## src/rtl/pll_mgmt_pkg.sv

```systemverilog
// Shared definitions for the PLL management responder: register map,
// FSM state encoding and parameter defaults.
package pll_mgmt_pkg;

  // Register map (word addresses on the 6-bit management bus)
  localparam logic [5:0] ADDR_MODE   = 6'd0;
  localparam logic [5:0] ADDR_STATUS = 6'd1;
  localparam logic [5:0] ADDR_START  = 6'd2;
  localparam logic [5:0] ADDR_N      = 6'd3;
  localparam logic [5:0] ADDR_M      = 6'd4;
  localparam logic [5:0] ADDR_C0     = 6'd5;
  localparam logic [5:0] ADDR_MFRAC  = 6'd7;

  // Parameter defaults
  localparam int unsigned RST_CYCLES_DEF   = 16;
  localparam int unsigned LOCK_TIMEOUT_DEF = 4095;

  // Width of the lock-wait timeout counter
  localparam int unsigned TMO_W = 12;

  // Reconfiguration sequencer states
  typedef enum logic [2:0] {
    IDLE,
    RST,
    LOAD,
    REL,
    WLOCK
  } pll_state_e;

endpackage

```

## src/rtl/pll_mgmt_responder_if.sv

```systemverilog
// Management bus of the PLL reconfiguration responder.
//   mgmt_address     : register select
//   mgmt_write/read  : request strobes
//   mgmt_writedata   : write data
//   mgmt_readdata    : read data (combinational, 0 when no read)
//   mgmt_waitrequest : stall for the current request
interface pll_mgmt_responder_if;
  logic [5:0]  mgmt_address;
  logic        mgmt_write;
  logic        mgmt_read;
  logic [31:0] mgmt_writedata;
  logic [31:0] mgmt_readdata;
  logic        mgmt_waitrequest;

  modport master (
    output mgmt_address, mgmt_write, mgmt_read, mgmt_writedata,
    input  mgmt_readdata, mgmt_waitrequest
  );

  modport slave (
    input  mgmt_address, mgmt_write, mgmt_read, mgmt_writedata,
    output mgmt_readdata, mgmt_waitrequest
  );
endinterface

```

## src/rtl/sync2.sv

```systemverilog
// Two-flop synchronizer for a single asynchronous level.
//   clk_i : destination clock
//   rst_i : asynchronous active-high reset, clears both stages
//   d_i   : asynchronous input
//   q_o   : synchronized output (two cycles of latency)
module sync2 (
  input  logic clk_i,
  input  logic rst_i,
  input  logic d_i,
  output logic q_o
);

  logic meta_q;
  logic sync_q;

  always_ff @(posedge clk_i or posedge rst_i) begin
    if (rst_i) begin
      meta_q <= 1'b0;
      sync_q <= 1'b0;
    end else begin
      meta_q <= d_i;
      sync_q <= meta_q;
    end
  end

  assign q_o = sync_q;

endmodule

```

## src/rtl/pll_mgmt_responder.sv

```systemverilog
// PLL reconfiguration responder. Holds shadow copies of the PLL counter
// settings, and on a START write runs the sequence
//   IDLE -> RST (pll_rst high) -> LOAD (cfg_load strobe) -> REL -> WLOCK
// returning to IDLE on lock or on timeout (which sets a sticky error).
// Ports:
//   mgmt_clk, mgmt_reset : clock, asynchronous active-high reset
//   mgmt                 : management bus (slave side)
//   pll_locked           : asynchronous lock flag from the PLL
//   pll_rst              : PLL reset
//   cfg_load             : one-cycle strobe, cfg_* valid during it
//   cfg_n/m/c0/mfrac     : applied counter values
//   cfg_busy             : sequence in progress
module pll_mgmt_responder
  import pll_mgmt_pkg::*;
#(
  parameter int unsigned RST_CYCLES   = RST_CYCLES_DEF,
  parameter int unsigned LOCK_TIMEOUT = LOCK_TIMEOUT_DEF
) (
  input  logic                    mgmt_clk,
  input  logic                    mgmt_reset,
  pll_mgmt_responder_if.slave     mgmt,
  input  logic                    pll_locked,
  output logic                    pll_rst,
  output logic                    cfg_load,
  output logic [31:0]             cfg_n,
  output logic [31:0]             cfg_m,
  output logic [31:0]             cfg_c0,
  output logic [31:0]             cfg_mfrac,
  output logic                    cfg_busy
);

  localparam int unsigned RCW =
    ($clog2(RST_CYCLES + 1) > 5) ? $clog2(RST_CYCLES + 1) : 5;
  localparam logic [RCW-1:0]   RST_LAST = RCW'(RST_CYCLES - 1);
  localparam logic [TMO_W-1:0] TMO_LAST = TMO_W'(LOCK_TIMEOUT - 1);

  pll_state_e       state_q, state_d;
  logic [RCW-1:0]   rcnt_q, rcnt_d;
  logic [TMO_W-1:0] tcnt_q, tcnt_d;
  logic             err_q, err_d;
  logic             pll_rst_q, pll_rst_d;
  logic             cfg_load_q, cfg_load_d;
  logic             mode_q, mode_d;
  logic [31:0]      n_q, n_d, m_q, m_d, c0_q, c0_d, mfrac_q, mfrac_d;
  logic [31:0]      cfg_n_q, cfg_n_d, cfg_m_q, cfg_m_d;
  logic [31:0]      cfg_c0_q, cfg_c0_d, cfg_mfrac_q, cfg_mfrac_d;

  logic        lock_s;
  logic        busy;
  logic        wait_req;
  logic        wr_acc;
  logic        wr_cfg_ok;
  logic [31:0] rdata;

  sync2 u_lock_sync (
    .clk_i (mgmt_clk),
    .rst_i (mgmt_reset),
    .d_i   (pll_locked),
    .q_o   (lock_s)
  );

  assign busy = (state_q != IDLE);

  // Waitrequest mode stalls every request while busy; polling never stalls.
  assign wait_req  = ~mgmt_reset & ~mode_q & busy &
                     (mgmt.mgmt_write | mgmt.mgmt_read);
  assign wr_acc    = mgmt.mgmt_write & ~wait_req;
  // Shadow registers and START only take writes while idle; in polling
  // mode this silently drops them during a sequence.
  assign wr_cfg_ok = wr_acc & ~busy;

  always_comb begin
    rdata = '0;
    if (mgmt.mgmt_read && !mgmt_reset) begin
      case (mgmt.mgmt_address)
        ADDR_MODE:   rdata = {31'd0, mode_q};
        ADDR_STATUS: rdata = {30'd0, err_q, busy};
        ADDR_N:      rdata = n_q;
        ADDR_M:      rdata = m_q;
        ADDR_C0:     rdata = c0_q;
        ADDR_MFRAC:  rdata = mfrac_q;
        default:     rdata = '0;
      endcase
    end
  end

  assign mgmt.mgmt_readdata    = rdata;
  assign mgmt.mgmt_waitrequest = wait_req;

  always_comb begin
    state_d     = state_q;
    rcnt_d      = rcnt_q;
    tcnt_d      = tcnt_q;
    err_d       = err_q;
    mode_d      = mode_q;
    n_d         = n_q;
    m_d         = m_q;
    c0_d        = c0_q;
    mfrac_d     = mfrac_q;
    cfg_n_d     = cfg_n_q;
    cfg_m_d     = cfg_m_q;
    cfg_c0_d    = cfg_c0_q;
    cfg_mfrac_d = cfg_mfrac_q;
    cfg_load_d  = 1'b0;
    // pll_rst is registered off the RST state: it rises one cycle into RST
    // and falls on entry to REL, so it is high for RST_CYCLES cycles that
    // include the LOAD cycle.
    pll_rst_d   = (state_q == RST);

    if (wr_acc && mgmt.mgmt_address == ADDR_MODE) begin
      mode_d = mgmt.mgmt_writedata[0];
    end

    if (wr_cfg_ok) begin
      case (mgmt.mgmt_address)
        ADDR_N:     n_d     = mgmt.mgmt_writedata;
        ADDR_M:     m_d     = mgmt.mgmt_writedata;
        ADDR_C0:    c0_d    = mgmt.mgmt_writedata;
        ADDR_MFRAC: mfrac_d = mgmt.mgmt_writedata;
        default:    ;
      endcase
    end

    case (state_q)
      IDLE: begin
        if (wr_cfg_ok && mgmt.mgmt_address == ADDR_START) begin
          state_d = RST;
          rcnt_d  = '0;
        end
      end
      RST: begin
        if (rcnt_q >= RST_LAST) begin
          // cfg_* are captured on the edge into LOAD so they are already
          // valid while the cfg_load strobe is high.
          state_d     = LOAD;
          cfg_load_d  = 1'b1;
          cfg_n_d     = n_q;
          cfg_m_d     = m_q;
          cfg_c0_d    = c0_q;
          cfg_mfrac_d = mfrac_q;
        end else begin
          rcnt_d = rcnt_q + RCW'(1);
        end
      end
      LOAD: begin
        state_d = REL;
      end
      REL: begin
        tcnt_d  = '0;
        state_d = WLOCK;
      end
      WLOCK: begin
        if (lock_s) begin
          state_d = IDLE;
          err_d   = 1'b0;
        end else if (tcnt_q >= TMO_LAST) begin
          state_d = IDLE;
          err_d   = 1'b1;
        end else begin
          tcnt_d = tcnt_q + TMO_W'(1);
        end
      end
      default: begin
        state_d = IDLE;
      end
    endcase
  end

  always_ff @(posedge mgmt_clk or posedge mgmt_reset) begin
    if (mgmt_reset) begin
      state_q     <= IDLE;
      rcnt_q      <= '0;
      tcnt_q      <= '0;
      err_q       <= 1'b0;
      pll_rst_q   <= 1'b0;
      cfg_load_q  <= 1'b0;
      mode_q      <= 1'b0;
      n_q         <= '0;
      m_q         <= '0;
      c0_q        <= '0;
      mfrac_q     <= '0;
      cfg_n_q     <= '0;
      cfg_m_q     <= '0;
      cfg_c0_q    <= '0;
      cfg_mfrac_q <= '0;
    end else begin
      state_q     <= state_d;
      rcnt_q      <= rcnt_d;
      tcnt_q      <= tcnt_d;
      err_q       <= err_d;
      pll_rst_q   <= pll_rst_d;
      cfg_load_q  <= cfg_load_d;
      mode_q      <= mode_d;
      n_q         <= n_d;
      m_q         <= m_d;
      c0_q        <= c0_d;
      mfrac_q     <= mfrac_d;
      cfg_n_q     <= cfg_n_d;
      cfg_m_q     <= cfg_m_d;
      cfg_c0_q    <= cfg_c0_d;
      cfg_mfrac_q <= cfg_mfrac_d;
    end
  end

  assign pll_rst   = pll_rst_q;
  assign cfg_load  = cfg_load_q;
  assign cfg_n     = cfg_n_q;
  assign cfg_m     = cfg_m_q;
  assign cfg_c0    = cfg_c0_q;
  assign cfg_mfrac = cfg_mfrac_q;
  assign cfg_busy  = busy;

endmodule
```

## src/flat_wrapper.sv

```systemverilog
// flat-port wrapper written by rule: the top's interface ports become plain ports
module pll_mgmt_responder_flat import pll_mgmt_pkg::*;
#(
  parameter int unsigned RST_CYCLES   = RST_CYCLES_DEF,
  parameter int unsigned LOCK_TIMEOUT = LOCK_TIMEOUT_DEF
)
  (mgmt_clk, mgmt_reset, pll_locked, pll_rst, cfg_load, cfg_n, cfg_m, cfg_c0, cfg_mfrac, cfg_busy, mgmt_mgmt_address, mgmt_mgmt_write, mgmt_mgmt_read, mgmt_mgmt_writedata, mgmt_mgmt_readdata, mgmt_mgmt_waitrequest);
  pll_mgmt_responder_if mgmt_i ();
  input  logic mgmt_clk;
  input  logic mgmt_reset;
  input  logic pll_locked;
  output logic pll_rst;
  output logic cfg_load;
  output logic [31:0] cfg_n;
  output logic [31:0] cfg_m;
  output logic [31:0] cfg_c0;
  output logic [31:0] cfg_mfrac;
  output logic cfg_busy;
  input wire logic [$bits(mgmt_i.mgmt_address)-1:0] mgmt_mgmt_address;
  input wire logic [$bits(mgmt_i.mgmt_write)-1:0] mgmt_mgmt_write;
  input wire logic [$bits(mgmt_i.mgmt_read)-1:0] mgmt_mgmt_read;
  input wire logic [$bits(mgmt_i.mgmt_writedata)-1:0] mgmt_mgmt_writedata;
  output wire logic [$bits(mgmt_i.mgmt_readdata)-1:0] mgmt_mgmt_readdata;
  output wire logic [$bits(mgmt_i.mgmt_waitrequest)-1:0] mgmt_mgmt_waitrequest;
  assign mgmt_i.mgmt_address = mgmt_mgmt_address;
  assign mgmt_i.mgmt_write = mgmt_mgmt_write;
  assign mgmt_i.mgmt_read = mgmt_mgmt_read;
  assign mgmt_i.mgmt_writedata = mgmt_mgmt_writedata;
  assign mgmt_mgmt_readdata = mgmt_i.mgmt_readdata;
  assign mgmt_mgmt_waitrequest = mgmt_i.mgmt_waitrequest;
  pll_mgmt_responder #(.RST_CYCLES(RST_CYCLES), .LOCK_TIMEOUT(LOCK_TIMEOUT)) u_core (.mgmt_clk(mgmt_clk), .mgmt_reset(mgmt_reset), .mgmt(mgmt_i), .pll_locked(pll_locked), .pll_rst(pll_rst), .cfg_load(cfg_load), .cfg_n(cfg_n), .cfg_m(cfg_m), .cfg_c0(cfg_c0), .cfg_mfrac(cfg_mfrac), .cfg_busy(cfg_busy));
endmodule
```

## config.mk

```make
export PLATFORM = sky130hd
export DESIGN_NAME = pll_mgmt_responder_flat
export DESIGN_NICKNAME = d
export VERILOG_FILES = /design/src/rtl/pll_mgmt_pkg.sv /design/src/rtl/pll_mgmt_responder_if.sv /design/src/rtl/sync2.sv /design/src/rtl/pll_mgmt_responder.sv /design/src/flat_wrapper.sv
export SDC_FILE = /design/constraint.sdc
export NUM_CORES = 1
export LEC_CHECK = 0
export ABC_AREA = 1
export BUFFER_PORTS_ARGS = -buffer_cell sky130_fd_sc_hd__buf_2
export CAP_MARGIN = 5
export CORE_ASPECT_RATIO = 1.4
export CORE_UTILIZATION = 55
export DETAILED_ROUTE_END_ITERATION = 10
export HOLD_SLACK_MARGIN = 0.12
export PLACE_DENSITY = 0.9
export SLEW_MARGIN = 15
export SYNTH_ARGS = -nofsm -noshare
export SYNTH_HDL_FRONTEND = slang
export SYNTH_HIERARCHICAL = 1
export SYNTH_SLANG_ARGS = --single-unit
```

## constraint.sdc

```tcl
create_clock -name mgmt_clk -period 15.5 [get_ports mgmt_clk]
set_clock_uncertainty 0.05 [all_clocks]
set_input_delay 0.775 -clock mgmt_clk [delete_from_list [all_inputs] [get_ports mgmt_clk]]
set_output_delay 0.775 -clock mgmt_clk [all_outputs]
set_load 0.02 [all_outputs]
```

* After elaboration in Yosys (flattened, before gate mapping)
Cells that the tools add are included.
** Operators by class
- Equality and inequality tests :: 16
- Mux-type cells :: 17
- $add $sub $neg :: 2
- Reductions and logical operators :: 19
- Magnitude comparators :: 2
- Bitwise logic cells :: 10
** Operator list (number)
- 32-bit one-hot mux with 6 select lines :: 1
- 32-bit two-way mux :: 1
- 12-bit two-way mux :: 2
- 12-bit one-hot mux with 2 select lines :: 1
- 6-bit by 3-bit == test with 1-bit output (second input constant) :: 3
- 3-bit one-hot mux with 5 select lines :: 1
- 12-bit by 1-bit adder with 12-bit output (second input constant) :: 1
- 6-bit by 2-bit == test with 1-bit output (second input constant) :: 2
- 12-bit >= comparator (second input constant) :: 1
- 3-bit two-way mux :: 4
- 2-bit AND reduction :: 6
- 5-bit two-way mux :: 2
- 5-bit one-hot mux with 2 select lines :: 1
- 3-bit AND reduction :: 3
- 2-bit != test (second input constant) :: 4
- 3-bit by 2-bit == test with 1-bit output (second input constant) :: 2
- 6-bit by 1-bit == test with 1-bit output (second input constant) :: 1
- 6-bit logical NOT :: 1
- 2-bit nonzero test :: 3
- 5-bit by 1-bit adder with 5-bit output (second input constant) :: 1
- 1-bit bitwise AND :: 5
- 5-bit by 4-bit >= comparator with 1-bit output (second input constant) :: 1
- 1-bit two-way mux :: 4
- 1-bit inverter :: 4
- 9 further kinds :: 11
** Storage, ports and cells
- Register bits :: 282
- Output and inout bits :: 164
- Input bits :: 43

* Depth between registers and ports, before layout
- Word-level depth :: 10
- Depth in mapped cells :: 12
- Mapped depth without buffers :: 10

* By module
Netlist, hierarchy kept.
** Modules (own cells, without submodules)
- pll_mgmt_responder :: times used 1, sequential area each 7006.7 um^2, area an instance 11964.0 um^2, cells an instance 1406
- sync2 :: times used 1, sequential area each 50.0 um^2, area an instance 53.8 um^2, cells an instance 3

* Least setup slack after synthesis
No wires, ideal clock.
- Path kind :: input to output
- From :: input mgmt_mgmt_address[5]
- To :: output mgmt_mgmt_readdata[10]
- Path buffers :: 2
- Setup slack :: 12.736 ns
- Stages on the path :: 7
- Data arrival time :: 1.939 ns
- Required time :: 14.675 ns
- Cells stage by stage :: nor2_1 > buf_4 > nand3_1 > clkbuf_1 > o21ai_0 > nor2_1 > nor2_1
** Between the ends
- Word-level cells in the longest chain between the ends :: 3
- Elaborated cells between the ends (all ways) :: 8
** Ends and longest elaborated chain
- start, declared :: RTL line flat_wrapper.sv:19 : input wire logic [$bits(mgmt_i.mgmt_address)-1:0] mgmt_mgmt_address;
- 6-bit by 3-bit == test with 1-bit output (tied with other cells) :: RTL line pll_mgmt_responder.sv:75 : case (mgmt.mgmt_address)
- 32-bit one-hot mux with 6 select lines * :: RTL line pll_mgmt_responder.sv:75
- 32-bit two-way mux * :: RTL line pll_mgmt_responder.sv:74 : if (mgmt.mgmt_read && !mgmt_reset) begin
- end, declared :: RTL line flat_wrapper.sv:23 : output wire logic [$bits(mgmt_i.mgmt_readdata)-1:0] mgmt_mgmt_readdata;
Mark *: on every way between the ends. The rest lies on a longest branch, timed or not.

* Worst setup path in the final report
- From :: input mgmt_mgmt_address[5]
- To :: output mgmt_mgmt_readdata[21]
The elaborated chain is that of the path after synthesis.

==> metrics.cfg <==
[global_route]
overflow=0
track_usage_pct=27.3
grt_pass1_vias=9780
grt_max_degree=118
antenna_found_initial=0
grt_pass1_wl_um=48500

[floorplan]
initial_core_util_pct=56.5
dieArea_mm2=0.0225
core_area_mm2=0.0213
io_pins=207
fp.dieH_um=177
die_w_um=127
fp-row-count=63

[timing]
worstMarginPinSlew_ns=1.07
whs_ns=0.306
relSlewSlack_pct=28.1
finalHoldViolCount=0
period_share_pct=26.7
slew_viol_final=0
setup_ws_ns=11.37
max_freq_mhz=242
rsz0062_at_grt=false
min_period_ns=4.13
setup_viol=0
finalSetupTns_ns=0

[final_layout]
drive_gt1_share_pct=17.1
final_area_mm2=0.0140
areaGrowthSynthToFinish_pct=16.2
nets=1631
diodes=0

[placed_design]
dp_worst_setup_slack_ns=11.15
gp_congestion=0.892
portBuffers=206
place_area_mm2=0.0131
hpwlAfterDp_um=19400

[worst_hold_path]
holdPathStages=0
holdPathEnd=u_core/u_lock_sync/q_o
hold_class=flip-flop to flip-flop
min_from=u_core/u_lock_sync/meta_q

[logic_synthesis]
seq_area_frac_synth_pct=58.7
synth_area_leaders=dfrtp_1, nand2_1, o21ai_0
yosys_warnings=6
synth-seq-cells=282
synth.distinct_cells=30
netlist_instances=1409
syn-cell-area_mm2=0.0120
syn_nets=1456
yosysTopAreaCell=dfrtp_1
avgSynthCellArea_um2=8.53
yosys.area.top_type_share_pct=58.7

[power]
peakVddDrop_v=0.000115
leakagePower_nw=7.32
p_per_area_mw_per_mm2=183
finalPower_mw=2.56

[critical_path]
reg2regPathDepth=10
cp.required_ns=14.68
r2r-start=u_core/rcnt_q[0]
end_kind=output pin
path_class=input port to output pin
crit-reg2reg-capture=u_core/cfg_m[16]
arrival_ns=3.31
regToRegSetupSlack_ns=12.28
critPathLaunchType=input port
crit_path_max_fanout=30

[clocking]
cts.clk_slew.worst_paths_ns=0.06
cts_buffer_depth=3
tritoncts=yes
root_buffer=clkbuf_16
h-tree-depth=1
cts_sinks=282
clk_latency_ns=0.52
numCtsBuffers=26
cts_resized=0

[routing]
routed_wl_um=30300
drcViolationCount=0
first_pass_iters=5
wire_per_inst_um=16.3
initialDrtViolationCount=987
ant_nets=0
viasPerCell=5.48
vias=10200

[outcome]
status=finished, final reports clean

[run]
cap_viol_max_count=0

[cell type report]
cell class | instances | area [um^2]
sequential | 282 | 7060
clock inverter | 6 | 82.6
fill | 1661 | 7320
multi-input combinational | 901 | 4010
inverter | 157 | 597
timing repair buffer | 216 | 1110
tap | 260 | 325
clock buffer | 39 | 781
[flip-flops by register name, summed over array words and instances, names as in the netlist, 5 cells and up]
register / flops
u_core/n_q: 32
u_core/mfrac_q: 32
u_core/cfg_mfrac: 32
u_core/cfg_n: 32
u_core/tcnt_q: 12
u_core/rcnt_q: 5
u_core/c0_q: 32
u_core/cfg_m: 32
u_core/cfg_c0: 32
u_core/m_q: 32
[report_power, final]
part	internal [mW]	switching, mW
Sequential	1.00	0.152
Clock	0.379	0.265
Combinational	0.239	0.523
Total	1.62	0.940
[through the flow]
stage	std cells	utilization [%]
detailed placement	1815	61.5
global placement	1815	61.5
finish	1861	65.6
floorplan	1409	-
CTS	1861	65.6
global route	1861	65.6
[placed cells by master (no fill, tap or decap), drive strengths merged]
master / synthesis / routed
buf: 43 / 215
a21boi: 1 / 1
nor2: 101 / 101
nand4: 6 / 6
inv: 156 / 156
clkbuf: 26 / 39
nor3: 3 / 3
or2: 2 / 2
o2111ai: 1 / 1
nand2: 442 / 442
ha: 4 / 4
clkinv: 1 / 4
dlygate4sd3: 0 / 1
bufinv: 0 / 2
nand3b: 1 / 1
dfrtp: 282 / 282
nand3: 31 / 31
a21oi: 5 / 5
clkinvlp: 0 / 1
o21ai: 299 / 299
xor2: 5 / 5
[metal layers]
layer / share of wire, % / GRT usage, % / vias up
met5: 0 / 0 / -
met1: 39 / 33.9 / 4874
met2: 51 / 47.2 / 459
met3: 6.1 / 3.60 / 98
met4: 4.0 / 12.9 / 0
li1: - / - / 4763
[cells by family after synthesis]
kind of cell / count (synthesis) / share of synthesized area, %
flops: 282 / 58.7
fa+ha+maj: 4 / 0.416
buf+inv: 226 / 8.17
simple gates: 586 / 19.4
xor+xnor: 5 / 0.364
compound gates: 306 / 12.9
[how the worst max path moves through the flow]
stage / cells past startpoint / slack (ns) / endpoint / from
floorplan: 1 / 6.95 / u_core/c0_q[0] / mgmt_reset
global placement: 6 / 11.39 / u_core/n_q[22] / mgmt_mgmt_address[5]
detailed placement: 6 / 11.15 / u_core/n_q[4] / mgmt_mgmt_address[5]
CTS: 9 / 11.43 / mgmt_mgmt_readdata[21] / mgmt_mgmt_address[5]
global route: 9 / 11.19 / mgmt_mgmt_readdata[18] / mgmt_mgmt_address[5]
finish: 9 / 11.37 / mgmt_mgmt_readdata[21] / mgmt_mgmt_address[5]
[worst max-delay path, stage by stage]
cell	delay (ns)
buf_2	0.10
nor2_1	0.56
nand3_1	0.37
nor2_4	0.82
nand2_1	0.13
o21ai_0	0.12
nor2_1	0.06
nor2_1	0.16
buf_2	0.20
[synthesized netlist by cell type (all sizes together)]
cell,instances
clkinv,1
a21boi,1
a21oi,5
nor3,3
nand4,6
inv,156
nand3b,1
o21ai,299
nand2,442
clkbuf,26
xor2,5
buf,43
nor2,101
ha,4
nand3,31
or2,2
dfrtp,282
o2111ai,1
[repair_timing]
item,4_1_cts,5_1_grt
setup buffers,0,0
hold buffers,1,0
endpoints found under the hold margin,2,0
Power figures use the tool's default switching activity.
